File: config.mk
export PLATFORM = sky130hd
export DESIGN_NAME = pc_sequencer
export DESIGN_NICKNAME = d
export VERILOG_FILES = /design/src/rtl/pc_sequencer_pkg.sv /design/src/rtl/pc_sequencer_branch_cmp.sv /design/src/rtl/pc_sequencer.sv
export SDC_FILE = /design/constraint.sdc
export NUM_CORES = 1
export LEC_CHECK = 0
export ABC_AREA = 1
export ABC_CLOCK_PERIOD_IN_PS = 2250
export BUFFER_PORTS_ARGS = -buffer_cell sky130_fd_sc_hd__clkbuf_2
export CAP_MARGIN = 20
export CORE_AREA = 2 2 124 90
export DETAILED_ROUTE_END_ITERATION = 6
export DIE_AREA = 0 0 126 92
export HOLD_SLACK_MARGIN = 0.02
export PLACE_DENSITY_LB_ADDON = 0.1
export SETUP_SLACK_MARGIN = 0.1
export SYNTH_ARGS = -nofsm -noshare
export SYNTH_HDL_FRONTEND = slang
export SYNTH_SLANG_ARGS = --single-unit
File: constraint.sdc
create_clock -name clk -period 2.25 [get_ports clk]
set_clock_uncertainty 0.15 [all_clocks]
set_input_delay 0.225 -clock clk [delete_from_list [all_inputs] [get_ports clk]]
set_output_delay 0.225 -clock clk [all_outputs]
set_load 0.02 [all_outputs]
File: src/rtl/pc_sequencer_pkg.sv
// pc_sequencer_pkg
// Shared types and constants for the next-PC controller.
//   pc_sel_e : encoding of the PC register update select
//   state_e  : controller FSM states
//   F3_*     : branch condition codes carried in funct3
package pc_sequencer_pkg;

  typedef enum logic [1:0] {
    PC_SEQ  = 2'b00,  // PC + 4
    PC_REL  = 2'b01,  // PC + pc_target
    PC_ABS  = 2'b10,  // PC = pc_target
    PC_ZERO = 2'b11   // PC = 0
  } pc_sel_e;

  typedef enum logic [1:0] {
    RESET = 2'b00,
    RUN   = 2'b01,
    HALT  = 2'b10
  } state_e;

  localparam logic [2:0] F3_BEQ  = 3'b000;
  localparam logic [2:0] F3_BNE  = 3'b001;
  localparam logic [2:0] F3_BLT  = 3'b100;
  localparam logic [2:0] F3_BGE  = 3'b101;
  localparam logic [2:0] F3_BLTU = 3'b110;
  localparam logic [2:0] F3_BGEU = 3'b111;

  // Control-transfer targets must be word aligned; bit 1 set means a trap.
  function automatic logic is_misaligned(input logic [31:0] addr);
    return addr[1];
  endfunction

endpackage

File: src/rtl/pc_sequencer_branch_cmp.sv
// branch_cmp
// Purely combinational branch condition evaluation.
//   funct3  in  3   branch condition code
//   rs1_val in  32  first operand
//   rs2_val in  32  second operand
//   taken   out 1   condition holds (codes 010/011 are never taken)
module branch_cmp
  import pc_sequencer_pkg::*;
(
  input  logic [2:0]  funct3,
  input  logic [31:0] rs1_val,
  input  logic [31:0] rs2_val,
  output logic        taken
);

  logic eq;
  logic lt_s;
  logic lt_u;

  assign eq   = (rs1_val == rs2_val);
  assign lt_s = ($signed(rs1_val) < $signed(rs2_val));
  assign lt_u = (rs1_val < rs2_val);

  always_comb begin
    taken = 1'b0;
    case (funct3)
      F3_BEQ:  taken = eq;
      F3_BNE:  taken = !eq;
      F3_BLT:  taken = lt_s;
      F3_BGE:  taken = !lt_s;
      F3_BLTU: taken = lt_u;
      F3_BGEU: taken = !lt_u;
      default: taken = 1'b0;
    endcase
  end

endmodule

File: src/rtl/pc_sequencer.sv
// pc_sequencer
// Next-PC controller for the single-cycle core. Drives the PC register's
// select/target each cycle, resolves branches/JAL/JALR, sequences reset,
// stall, halt/resume and misaligned-target traps, and counts retirements.
//   clk, rst_n          clock, asynchronous active-low reset
//   pc_in               current PC register value
//   inst_valid, stall   instruction available / hazard hold
//   branch, jal, jalr   decoded control-transfer type (one-hot or none)
//   funct3, rs1_val, rs2_val  branch condition and operands
//   imm                 sign-extended B/J offset
//   jalr_base           rs1+imm from the ALU
//   halt_req, resume    enter / leave HALT
//   pc_sel, pc_target   PC update select and offset/absolute value
//   flush, trap         single-cycle redirect / misaligned pulses
//   halted              high while in HALT
//   instret             retired-instruction counter (wraps)
module pc_sequencer
  import pc_sequencer_pkg::*;
#(
  parameter logic [31:0] TRAP_VEC = 32'h0000_0100
) (
  input  logic        clk,
  input  logic        rst_n,
  input  logic [31:0] pc_in,
  input  logic        inst_valid,
  input  logic        stall,
  input  logic        branch,
  input  logic        jal,
  input  logic        jalr,
  input  logic [2:0]  funct3,
  input  logic [31:0] rs1_val,
  input  logic [31:0] rs2_val,
  input  logic [31:0] imm,
  input  logic [31:0] jalr_base,
  input  logic        halt_req,
  input  logic        resume,
  output logic [1:0]  pc_sel,
  output logic [31:0] pc_target,
  output logic        flush,
  output logic        trap,
  output logic        halted,
  output logic [31:0] instret
);

  state_e      state_q, state_d;
  logic [31:0] instret_q, instret_d;
  pc_sel_e     sel_c;
  logic        retire;
  logic        br_taken;
  logic [31:0] jalr_tgt;

  branch_cmp u_branch_cmp (
    .funct3  (funct3),
    .rs1_val (rs1_val),
    .rs2_val (rs2_val),
    .taken   (br_taken)
  );

  // JALR clears bit 0 of the computed address.
  assign jalr_tgt = jalr_base & 32'hFFFF_FFFE;

  always_comb begin
    state_d   = state_q;
    sel_c     = PC_SEQ;
    pc_target = 32'h0;
    flush     = 1'b0;
    trap      = 1'b0;
    retire    = 1'b0;
    case (state_q)
      RESET: begin
        sel_c   = PC_ZERO;
        state_d = RUN;
      end
      RUN: begin
        if (!inst_valid || stall) begin
          // Stall has priority over everything, including halt_req.
          sel_c     = PC_ABS;
          pc_target = pc_in;
        end else begin
          retire = 1'b1;
          if (halt_req) begin
            sel_c     = PC_ABS;
            pc_target = pc_in;
            state_d   = HALT;
          end else if (jalr) begin
            flush = 1'b1;
            sel_c = PC_ABS;
            if (is_misaligned(jalr_tgt)) begin
              trap      = 1'b1;
              pc_target = TRAP_VEC;
            end else begin
              pc_target = jalr_tgt;
            end
          end else if (jal || (branch && br_taken)) begin
            // pc_in is word aligned, so (pc_in+imm)[1] reduces to imm[1].
            flush = 1'b1;
            if (is_misaligned(imm)) begin
              trap      = 1'b1;
              sel_c     = PC_ABS;
              pc_target = TRAP_VEC;
            end else begin
              sel_c     = PC_REL;
              pc_target = imm;
            end
          end
        end
      end
      HALT: begin
        if (resume) begin
          // Step past the instruction that requested the halt.
          sel_c   = PC_SEQ;
          state_d = RUN;
        end else begin
          sel_c     = PC_ABS;
          pc_target = pc_in;
        end
      end
      default: begin
        sel_c   = PC_ZERO;
        state_d = RESET;
      end
    endcase
  end

  assign instret_d = retire ? instret_q + 32'd1 : instret_q;

  always_ff @(posedge clk or negedge rst_n) begin
    if (!rst_n) begin
      state_q   <= RESET;
      instret_q <= 32'h0;
    end else begin
      state_q   <= state_d;
      instret_q <= instret_d;
    end
  end

  assign pc_sel  = sel_c;
  assign halted  = (state_q == HALT);
  assign instret = instret_q;

endmodule

==> results.cfg, run 1 <==
[setup_path]
crit_arrival_ns = 2.44
rr_worst_depth = 16
required_ns = 1.88
critPathSlowestCell = ha_4
cp-end-kind = primary output
cpLargestDelayFamily = simple AND/OR/NAND/NOR gates
crit_type = input port to primary output
crit_chain = buf_6 > inv_4 > ha_4 > nand2_4 > nor2_4 > nand4_1 > nor2_4 > buf_6 > a21oi_2 > nor3_2 > a21oi_2 > nand2_1 > nand2_2 > nand2_8 > clkbuf_16 > nand2_4 > nand2_2 > nand2_2 > a21oi_4 > buf_8
crit_cells = 20
slowest_delay_ns = 0.28
worstPathMaxFanout = 7
cp_common_cell = nand2_2
startpoint_type = input port
path_buf_inv = 5

[route]
wire_per_inst_microns = 14.8
wl_microns = 16600
viasPerCell = 5.01
ant_nets = 0
vias = 5618
dr.pass1.iters = 4
drtIter0Drc = 352
drc = 0

[final_layout]
area_growth_pct = 89.2
diodes = 0
nets = 1194
drive_above_1_share = 0.529

[timing]
hold_viol_final = 0
maxSlewHeadroom = 0.428
tns_ns = -18.15
worstMarginPinSlew_ns = 0.858
drv_slew = 0
setup_viol = 45
min_period_over_period = 1.25
post-route-min-period_ns = 2.82
timing.final.ws_setup_ns = -0.567
rsz0062_at_grt = true
max_freq_ghz = 0.355

[cts]
htree_levels = 2
cts.sinks = 34
cts_tree = built
cts_buffers = 5
insertion_delay_ns = 0.27
cts_root_buf = clkbuf_16
ctsLongestPathBuffers = 2
clk_pin_slew_ns = 0.06

[logic_synthesis]
yosysSeqAreaShare = 0.206
syn_area_per_cell_sq_um = 5.99
yosys.area.top_type = nand2_1
synth_edf_count = 0
synthFlopType = dfrtp_1
synth_top_area_frac = 0.222
syn_nets = 900
synthCells = 691
synth_area_leaders = nand2_1, dfrtp_1, ha_1
ys_types = 38
yosysMostFrequentCell = nand2_1
netlist_top_cells_count = nand2_1, inv_1, a21oi_1, nor2_1, ha_1
async_reset_ff_frac = 1.00
synth-seq-cells = 34
synth_area_sq_mm = 0.00414
yosysWarnings = 0

[power]
power_density_mw_per_mm2 = 725
cellLeakagePower_uw = 0.00404
ir_worst_vdd_mv = 0.471

[placement]
post-dp-hpwl_microns = 12100
io_buffer_count = 239
dp_slack_ns = -0.614
gp_congestion = 0.854

[floorplan]
dieArea_sq_mm = 0.0116
ios = 241
core-area_sq_mm = 0.0106
fp.dieW_microns = 126
rows = 32
initial_core_util = 0.391
die_h_microns = 92

[global_routing]
gr-total-overflow = 0
first_global_vias = 5472
grt_use_total = 0.262
antenna_found_initial = 0
grt_pass1_wl_microns = 25300
grt_max_degree = 35

[hold_path]
worstHoldPathType = input port to register
min_delay_path_depth = 4

[run]
cap_viol_max_count = 0

[run_status]
violations = negative setup slack
run_status = complete, but fails checks
-- worst paths after layout --
| path | from | slack (ns) | endpoint |
|---|---|---|---|
| min in group asynchronous | rst_n | 0.45 | instret[27] |
| worst max register to register | state_q[1] | -0.13 | instret[24] |
| worst max-delay path | rs2_val[23] | -0.57 | pc_target[9] |
| max in group asynchronous | rst_n | 0.96 | instret[9] |
| worst min register to register | instret[22] | 0.35 | instret[22] |
| worst min-delay path | resume | 0.20 | state_q[1] |
-- worst reg2reg max path: stages, from the launching register on --
cell and delay [ns]:
dfrtp_1 0.38, inv_2 0.08, ha_4 0.14, inv_4 0.05, nor2_8 0.12, inv_4 0.05, nor2_4 0.08, nand2_2 0.08
nor3b_4 0.22, nand4_2 0.14, nor2_2 0.12, nand2_2 0.09, nor3_4 0.19, buf_4 0.15, buf_6 0.09, xnor2_2 0.10
inv_1 0.05
-- repair_timing --
item / 4_1_cts / 5_1_grt
resized for setup: 114 / 133
setup buffers: 12 / 12
pin swaps: 10 / 52
endpoints found under the setup margin: 47 / 53
cloned: 1 / 3
endpoints found under the hold margin: 34 / 0
hold buffers: 1 / 0
-- report_power, final --
part | switching, uW | internal (uW)
sequential | 71.1 | 683
combinational | 2290 | 1840
clock | 245 | 546
total | 2610 | 3060
-- area by class of cell --
cell class | count | area, sq um
clock buffer | 6 | 139
timing repair buffer | 312 | 2340
sequential | 34 | 851
tap | 136 | 170
fill | 828 | 2740
inverter | 112 | 460
multi-input combinational | 520 | 3840
clock inverter | 1 | 30.0
-- cell usage in the layout (no fill, tap or decap), drive strengths merged --
cell,count
buf,109
o21ai,8
xnor2,10
clkbuf,208
a21oi,76
nor3,9
xor2,17
nor2,70
o22ai,2
o31ai,1
dfrtp,34
or4,1
nand3,20
nand2,249
ha,37
a21o,2
nor3b,1
bufinv,1
a21boi,1
dlygate4sd3,1
inv,110
o21a,2
nand4,8
a31oi,2
clkinv,2
nor4,3
or3b,1
-- layer usage --
layer / up-vias / GRT usage / share of wire
met2: 238 / 0.463 / 0.50
met1: 2617 / 0.331 / 0.41
met4: 0 / 0.0568 / 0.019
li1: 2728 / - / -
met3: 35 / 0.0548 / 0.069
met5: - / 0 / 0
-- state kept, by name, summed over array words and instances, names as in the netlist --
register  flops
state_q       2
instret      32
-- cells by family (layout without fill, tap and decap cells) --
logic type	after synthesis	after routing	synth area share
DFF	34	34	0.206
and+or+nand+nor	362	362	0.378
buffers and inverters	137	431	0.129
adders and majority gates	37	37	0.112
AOI/OAI and AO/OA	94	94	0.119
xor gates and xnor gates	27	27	0.0572
-- per-stage QoR --
step	total power [uW]	utilization	hold slack [ns]	std cells	area, sq um
floorplan	2830	-	-0.221	691	4850
global route	5980	0.741	0.233	1121	7830
finish	5670	0.741	0.199	1121	7830
detailed placement	3890	0.615	0.230	1088	6500
global placement	3810	0.615	0.221	1088	6500
CTS	5200	0.687	0.197	1109	7260
Power figures use the tool's default switching activity.
==> inputs of run 2 (changes only) <==
--- a/config.mk
+++ b/config.mk
@@ -9,11 +9,12 @@
 export ABC_CLOCK_PERIOD_IN_PS = 2250
 export BUFFER_PORTS_ARGS = -buffer_cell sky130_fd_sc_hd__clkbuf_2
 export CAP_MARGIN = 20
-export CORE_AREA = 2 2 124 90
+export CORE_AREA = 2 2 122 89
+export CTS_BUF_LIST = sky130_fd_sc_hd__clkbuf_2 sky130_fd_sc_hd__clkbuf_4 sky130_fd_sc_hd__clkbuf_8
 export DETAILED_ROUTE_END_ITERATION = 6
-export DIE_AREA = 0 0 126 92
+export DIE_AREA = 0 0 124 91
 export HOLD_SLACK_MARGIN = 0.02
-export PLACE_DENSITY_LB_ADDON = 0.1
+export PLACE_DENSITY = 0.78
 export SETUP_SLACK_MARGIN = 0.1
 export SYNTH_ARGS = -nofsm -noshare
 export SYNTH_HDL_FRONTEND = slang
==> run 2 against run 1 <==
Against the previous run: the flow still finishes with violations (negative setup slack); die area decreased by 2.7%; combinational power decreased by 6.1%; flip-flop and latch count unchanged; non-clock buffer count decreased by 10; utilization increased by 2.8 points; worst setup slack improved by 0.0099 ns; highest routed layer unchanged.
==> results.cfg, run 2 (same netlist as run 1, synthesis figures left out) <==
[global_routing]
top_usage_layer = met2
first_global_vias = 5429
grt_use_total = 0.266
antenna_found_initial = 0
gr-total-overflow = 0
grt_pass1_wl_microns = 24700
grt_max_degree = 35
grt.met1_usage = 0.332
met2_usage = 0.459
grtUsageMet3 = 0.0459

[route]
ant_nets = 0
wire_per_inst_microns = 15.8
drc = 0
vias = 5763
dr.pass1.iters = 5
drtIter0Drc = 331
viasPerCell = 5.20
wl_microns = 17500

[final_layout]
mostFrequentLayoutCell = clkbuf_2
nets = 1184
layout_common_cells = clkbuf_2, nand2_1, inv_1, nand2_2, buf_4
diodes = 0
drive_above_1_share = 0.541
fillers = 699
largest_reg_flops = 32
area_growth_pct = 87.3

[timing]
hold_viol_final = 0
tns_ns = -17.48
timing.final.ws_setup_ns = -0.557
worstMarginPinSlew_ns = 0.823
post-route-min-period_ns = 2.81
min_period_over_period = 1.25
drv_slew = 0
maxSlewHeadroom = 0.451
rsz0062_at_grt = true
setup_viol = 47
whs_ns = 0.224
max_freq_ghz = 0.356

[cts]
insertion_delay_ns = 0.29
cts.sinks = 34
clk_pin_slew_ns = 0.06
cts_tree = built
ctsLongestPathBuffers = 2
cts_buffers = 5
htree_levels = 2
cts_root_buf = clkbuf_8

[power]
clockPowerShare = 0.130
power_frac_seq = 0.144
intPower_uw = 2820
p_switching_uw = 2530
ir_worst_vdd_mv = 0.704
power_density_mw_per_mm2 = 690
switching_share = 0.473
power_frac_comb = 0.727
cellLeakagePower_uw = 0.00397

[setup_path]
startpoint_type = input port
worstPathMaxFanout = 7
crit_arrival_ns = 2.43
crit_type = input port to primary output
required_ns = 1.88
cp-end-kind = primary output

[floorplan]
rows = 31
core-area_sq_mm = 0.0101
fp.dieW_microns = 124
ios = 241
initial_core_util = 0.410
die_h_microns = 91
dieArea_sq_mm = 0.0113

[run]
cap_viol_max_count = 0

[hold_path]
worstHoldPathType = input port to register

[placement]
post-dp-hpwl_microns = 10800
gp_congestion = 0.862
io_buffer_count = 239

[run_status]
run_status = complete, but fails checks
violations = negative setup slack
## run 2: cell types whose count changed in the layout (fill, tap and decap cells not counted), moves of 3 or more
cell | before | now
inv_1 | 84 | 79
clkbuf_2 | 196 | 193
inv_2 | 17 | 23
clkbuf_16 | 9 | 2
ha_1 | 17 | 10
nor2_4 | 13 | 10
ha_4 | 20 | 26
buf_6 | 14 | 11
buf_12 | 6 | 3
clkbuf_8 | 3 | 9
## run 2: layer usage
| metal | share of wire | vias to the layer above | wire length [microns] |
|---|---|---|---|
| met3 | 0.075 | 71 | 1310 |
| met4 | 0.042 | 0 | 737 |
| met2 | 0.49 | 314 | 8660 |
| met5 | 0 | - | 0 |
| met1 | 0.39 | 2672 | 6820 |
| li1 | - | 2706 | - |
## run 2: cell type report
type / instances / area (sq um) / share of cell area
Timing Repair Buffer: 302 / 2210 / 0.285
Sequential cell: 34 / 852 / 0.110
Inverter: 112 / 459 / 0.0593
Clock buffer: 6 / 82.6 / 0.0107
Tap cell: 132 / 165 / 0.0213
Multi-Input combinational cell: 520 / 3920 / 0.506
Clock inverter: 2 / 60.1 / 0.00775
## run 2: repair_timing
item,4_1_cts,5_1_grt
hold endpoints to repair,34,0
hold buffers,1,0
setup endpoints to repair,46,50
setup buffers,13,9
cloned,1,2
pin swaps,34,45
resized for setup,140,121
## run 2: worst paths after layout
kind / start / endpoint / slack [ns] / cells past startpoint
setup / recovery: rs2_val[27] / pc_target[28] / -0.56 / 21
hold / removal: halt_req / state_q[0] / 0.22 / 4
setup reg to reg: state_q[1] / instret[21] / -0.19 / 16
hold reg to reg: instret[22] / instret[22] / 0.36 / 1
max in group asynchronous: rst_n / state_q[0] / 0.96 / 2
min in group asynchronous: rst_n / instret[12] / 0.41 / 2
## run 2: stage by stage
stage,utilization,instances,setup WS (ns),power (uW),area (sq um)
detailed placement,0.635,1074,-0.540,3720,6410
CTS,0.720,1097,-0.438,4960,7260
floorplan,-,691,-0.138,2830,4850
finish,0.768,1108,-0.557,5350,7750
global route,0.768,1108,-0.673,5650,7750
global placement,0.635,1074,-0.484,3690,6410
## run 2: power by group through the flow
stage               Combinational, uW  Clock [uW]  Sequential (uW)
floorplan                        2000           0              829
global placement                 2930           0              760
detailed placement               2960           0              766
CTS                              3500         697              755
global route                     4140         738              774
finish                           3880         693              768
## run 2: critical path: stages
cell and delay, ns:
clkbuf_2 0.08, inv_1 0.06, ha_4 0.27, nand2_1 0.08, nor2_1 0.14, nand2_1 0.12, nor2_4 0.14, nand2_4 0.08
nand2_2 0.09, nand2_2 0.06, nand3_2 0.05, nand2_1 0.05, nand2_1 0.06, nand2_2 0.09, nand2_8 0.14, buf_16 0.14
nand2_1 0.08, nand2_2 0.09, nand2_2 0.08, a21oi_4 0.14, clkbuf_8 0.16
